[config.mk]
export PLATFORM = sky130hd
export DESIGN_NAME = dmem_arbiter
export DESIGN_NICKNAME = d
export VERILOG_FILES = /design/src/rtl/dmem_arbiter.sv
export SDC_FILE = /design/constraint.sdc
export NUM_CORES = 1
export LEC_CHECK = 0
export BUFFER_PORTS_ARGS = -buffer_cell sky130_fd_sc_hd__buf_2
export CELL_PAD_IN_SITES_DETAIL_PLACEMENT = 2
export CELL_PAD_IN_SITES_GLOBAL_PLACEMENT = 2
export CORE_ASPECT_RATIO = 1.2
export CORE_MARGIN = 3
export CORE_UTILIZATION = 27
export CTS_CLUSTER_DIAMETER = 150
export DETAILED_ROUTE_END_ITERATION = 7
export GPL_ROUTABILITY_DRIVEN = 0
export MAX_ROUTING_LAYER = met4
export PLACE_DENSITY = 0.88
export SLEW_MARGIN = 10
export SYNTH_ARGS = -nofsm -noshare
export SYNTH_HDL_FRONTEND = slang
export SYNTH_SLANG_ARGS = --single-unit
[constraint.sdc]
create_clock -name clk -period 5.7 [get_ports clk]
set_clock_uncertainty 0.1 [all_clocks]
set_input_delay 0.855 -clock clk [delete_from_list [all_inputs] [get_ports clk]]
set_output_delay 0.855 -clock clk [all_outputs]
set_load 0.03 [all_outputs]
[src/rtl/dmem_arbiter.sv]
// rtl/dmem_arbiter.sv - two-port round-robin arbiter and sequencer for the data RAM
// One access per grant: IDLE -> ACCESS -> DONE, or IDLE -> DONE for out-of-range addresses.
module dmem_arbiter #(
    parameter int AW       = 16,
    parameter int DW       = 16,
    parameter int ADDR_MAX = 14
) (
    input  logic          clk,
    input  logic          rst_n,
    input  logic          p0_req,
    input  logic          p0_we,
    input  logic [AW-1:0] p0_addr,
    input  logic [DW-1:0] p0_wdata,
    output logic          p0_done,
    input  logic          p1_req,
    input  logic          p1_we,
    input  logic [AW-1:0] p1_addr,
    input  logic [DW-1:0] p1_wdata,
    output logic          p1_done,
    output logic [DW-1:0] rdata,
    output logic          err,
    output logic          busy,
    output logic          ram_cs,
    output logic          ram_rw_n,
    output logic [AW-1:0] ram_addr,
    output logic [DW-1:0] ram_wdata,
    input  logic [DW-1:0] ram_rdata
);

    typedef enum logic [1:0] {S_IDLE, S_ACCESS, S_DONE} state_t;

    localparam logic [AW-1:0] L_ADDR_MAX = AW'(ADDR_MAX);

    state_t        r_state;
    state_t        w_next;
    logic          r_last_gnt;
    logic          r_gnt;
    logic          r_we;

    logic          w_sel;
    logic          w_sel_we;
    logic [AW-1:0] w_sel_addr;
    logic [DW-1:0] w_sel_wdata;

    logic          w_last_gnt;
    logic          w_gnt;
    logic          w_we;
    logic          w_ram_cs;
    logic          w_ram_rw_n;
    logic [AW-1:0] w_ram_addr;
    logic [DW-1:0] w_ram_wdata;
    logic [DW-1:0] w_rdata;
    logic          w_err;
    logic          w_p0_done;
    logic          w_p1_done;

    // On a tie the port that did not win last time is chosen.
    assign w_sel       = (p0_req && p1_req) ? ~r_last_gnt : p1_req;
    assign w_sel_we    = w_sel ? p1_we    : p0_we;
    assign w_sel_addr  = w_sel ? p1_addr  : p0_addr;
    assign w_sel_wdata = w_sel ? p1_wdata : p0_wdata;

    always_comb begin
        w_next      = r_state;
        w_last_gnt  = r_last_gnt;
        w_gnt       = r_gnt;
        w_we        = r_we;
        w_ram_cs    = 1'b0;
        w_ram_rw_n  = 1'b1;
        w_ram_addr  = ram_addr;
        w_ram_wdata = ram_wdata;
        w_rdata     = rdata;
        w_err       = 1'b0;
        w_p0_done   = 1'b0;
        w_p1_done   = 1'b0;
        case (r_state)
            S_IDLE: begin
                if (p0_req || p1_req) begin
                    w_gnt = w_sel;
                    w_we  = w_sel_we;
                    if (w_sel_addr <= L_ADDR_MAX) begin
                        w_next      = S_ACCESS;
                        w_ram_cs    = 1'b1;
                        w_ram_rw_n  = ~w_sel_we;
                        w_ram_addr  = w_sel_addr;
                        w_ram_wdata = w_sel_wdata;
                    end else begin
                        w_next    = S_DONE;
                        w_err     = 1'b1;
                        w_p0_done = ~w_sel;
                        w_p1_done = w_sel;
                    end
                end
            end
            S_ACCESS: begin
                w_next    = S_DONE;
                w_p0_done = ~r_gnt;
                w_p1_done = r_gnt;
                if (!r_we) begin
                    w_rdata = ram_rdata;
                end
            end
            S_DONE: begin
                w_next     = S_IDLE;
                w_last_gnt = r_gnt;
            end
            default: begin
                w_next = S_IDLE;
            end
        endcase
    end

    always_ff @(posedge clk or negedge rst_n) begin
        if (!rst_n) begin
            r_state    <= S_IDLE;
            r_last_gnt <= 1'b1;
            r_gnt      <= 1'b0;
            r_we       <= 1'b0;
            ram_cs     <= 1'b0;
            ram_rw_n   <= 1'b1;
            ram_addr   <= '0;
            ram_wdata  <= '0;
            rdata      <= '0;
            err        <= 1'b0;
            p0_done    <= 1'b0;
            p1_done    <= 1'b0;
            busy       <= 1'b0;
        end else begin
            r_state    <= w_next;
            r_last_gnt <= w_last_gnt;
            r_gnt      <= w_gnt;
            r_we       <= w_we;
            ram_cs     <= w_ram_cs;
            ram_rw_n   <= w_ram_rw_n;
            ram_addr   <= w_ram_addr;
            ram_wdata  <= w_ram_wdata;
            rdata      <= w_rdata;
            err        <= w_err;
            p0_done    <= w_p0_done;
            p1_done    <= w_p1_done;
            busy       <= (w_next != S_IDLE);
        end
    end

endmodule

==> results_dict.tcl <==
set metrics [dict create \
    powerDensity_mw_per_mm2 290 \
    grt.overflow.total 0 \
    cts_inserted_buffers 9 \
    cts.path.max_buffers 2 \
    grtUsageTotal_pct 16.5 \
    syn-num-nets 314 \
    fp.dieW_um 94.4 \
    final_net_count 457 \
    slew_viol_final 0 \
    clk_latency_ps 330 \
    grt_max_degree 60 \
    fin_util_pct 39.6 \
    cts.sinks 59 \
    hpwl_um 6200 \
    final_common_cell "buf_2" \
    wire_per_inst_um 16.4 \
    required_ps 5810 \
    finalSetupViolations 0 \
    layout_common_cells "139 x buf_2, 68 x nand2_1, 57 x dfrtp_1" \
    syn_avg_cell_area_sq_um 11.1 \
    rows 38 \
    via_count 2213 \
    end_kind "register" \
    finalCritPeriodShare_pct 47.7 \
    tns_ps 0 \
    clkTransAtPathRegs_ps 70 \
    final.fill_count 1042 \
    grt_pass1_vias 2646 \
    port_buffers 139 \
    crit_arrival_ps 2830 \
    synth_area_sq_mm 0.00253 \
    ys_seq_area_share_pct 58.4 \
    fp.coreArea_sq_mm 0.00908 \
    slew_headroom_pct 20.6 \
    m1WireLength_um 2970 \
    ys_warn_count 0 \
    worstSetupPathType "input port to register" \
    cap_viol_max_count 0 \
    crit_path_start_kind "input port" \
    grt_first_pass_wirelength_um 13100 \
    syn2layout_area_growth_pct 42.1 \
    drt-pass1-iter-count 3 \
    synthCells 228 \
    instances_no_fill 496 \
    ctsHoldBuffers 0 \
    viasPerCell 4.46 \
    synth-main-ff-cell "dfrtp_1" \
    top_layer "met4" \
    synth_cell_types 30 \
    drive_above_1_share_pct 47.6 \
    drc_errors 0 \
    p_leak_nw 2.08 \
    status "finished, final reports clean" \
    critPathMaxFanout 34 \
    rsz0062_at_grt "false" \
    drtAntennaViolNets 0 \
    max_clock_freq_mhz 368 \
    wl_um 8150 \
    start_util_pct 27.9 \
    placedCellCount 480 \
    ys_seq_elements 59 \
    dieArea_sq_mm 0.0106 \
    min_period_ps 2720 \
    synth_enable_flop_cells 0 \
    htree_levels 3 \
    ioPinCount 140 \
    root_buffer "clkbuf_8" \
    cts_resized 0 \
    drt_iter0_markers 22 \
    async_flop_share_pct 100 \
    wl_met2_um 4680 \
    cts_tree "done" \
    worst_slew_pin_slew_ps 1180 \
    dieHeight_um 112 \
    hold_viol_final 0 \
    diodes 0 \
    final_cell_area_sq_mm 0.00360 \
    worstHoldPathType "register to register" \
    routed-wl-met3_um 394 \
    cts_setup_buffers 0 \
    vdd_drop_max_uv 129 \
    placed_cell_area_sq_mm 0.00334 \
    antenna_found_initial 0 \
    holdWs_ps 388 \
    reg2reg_setup_slack_ps 3380 \
]
## worst max-delay path, cell delays in order
cell and delay (ps):
buf_2 100, nor4_1 300, nand4_1 290, o2bb2ai_4 840
mux2_2 430
## metrics by stage
stage	setup slack [ps]	power, mW
final	2980	1.05
after global routing	2800	1.09
after CTS	2940	1.07
after detailed placement	2620	0.565
after floorplan	3380	0.501
after global placement	2710	0.557
## cell type report
| type | instances | area [sq um] | share of cell area, % |
|---|---|---|---|
| Clock buffer | 12 | 165 | 4.59 |
| Clock inverter | 4 | 95.1 | 2.64 |
| Inverter | 15 | 56.3 | 1.56 |
| Multi-Input combinational cell | 146 | 951 | 26.4 |
| Sequential cell | 59 | 1480 | 41.1 |
| Tap cell | 120 | 150 | 4.17 |
| Timing Repair Buffer | 140 | 703 | 19.5 |
## power breakdown
group	switching [mW]	internal (mW)
Sequential	0.00827	0.431
Combinational	0.0691	0.0452
Clock	0.166	0.326
Total	0.244	0.802
## synth_stat cells (all sizes together) (2+ instances only)
| master | instances | area share [%] |
|---|---|---|
| nor2 | 15 | 2.3 |
| inv | 15 | 2.2 |
| mux2 | 37 | 16 |
| dfrtp | 57 | 56 |
| nand2 | 68 | 10 |
| clkbuf | 4 | 0.59 |
| buf | 4 | 1.4 |
| dfstp | 2 | 2.1 |
| nor4 | 6 | 1.5 |
| o2bb2ai | 2 | 1.4 |
| a21oi | 2 | 0.40 |
| nand4 | 3 | 0.74 |
## final timing paths
kind / from / endpoint / cells after the start
worst max-delay path: p1_addr[11] / ram_wdata[3]$_DFFE_PN0P_ / 5
min in group asynchronous: rst_n / rdata[13]$_DFFE_PN0P_ / 2
worst max register to register: r_state[1]$_DFF_PN0_ / ram_wdata[3]$_DFFE_PN0P_ / 4
worst min-delay path: ram_wdata[13]$_DFFE_PN0P_ / ram_wdata[13]$_DFFE_PN0P_ / 1
worst min register to register: ram_wdata[13]$_DFFE_PN0P_ / ram_wdata[13]$_DFFE_PN0P_ / 1
max in group asynchronous: rst_n / ram_addr[12]$_DFFE_PN0P_ / 2
## sequential cells by signal (all words and copies together), names as in the netlist
| register | count |
|---|---|
| err | 1 |
| rdata | 16 |
| r_state | 2 |
| r_gnt | 1 |
| r_we | 1 |
| ram_wdata | 16 |
| ram_rw_n | 1 |
| ram_cs | 1 |
| p0_done | 1 |
| r_last_gnt | 1 |
| p1_done | 1 |
| ram_addr | 16 |
| busy | 1 |
## per-layer routing
metal / track usage (%) / up-vias
li1: - / 1036
met1: 15.6 / 1093
met2: 32.4 / 73
met3: 3.42 / 11
met4: 5.20 / 0
met5: - / -
## cell families after synthesis
family | share of synthesized area (%)
multiplexers | 16.5
AO/OA/AOI/OAI | 5.09
AND/OR/NAND/NOR | 15.9
buffers and inverters | 4.20
flip-flops | 58.4
Power figures use the tool's default switching activity.
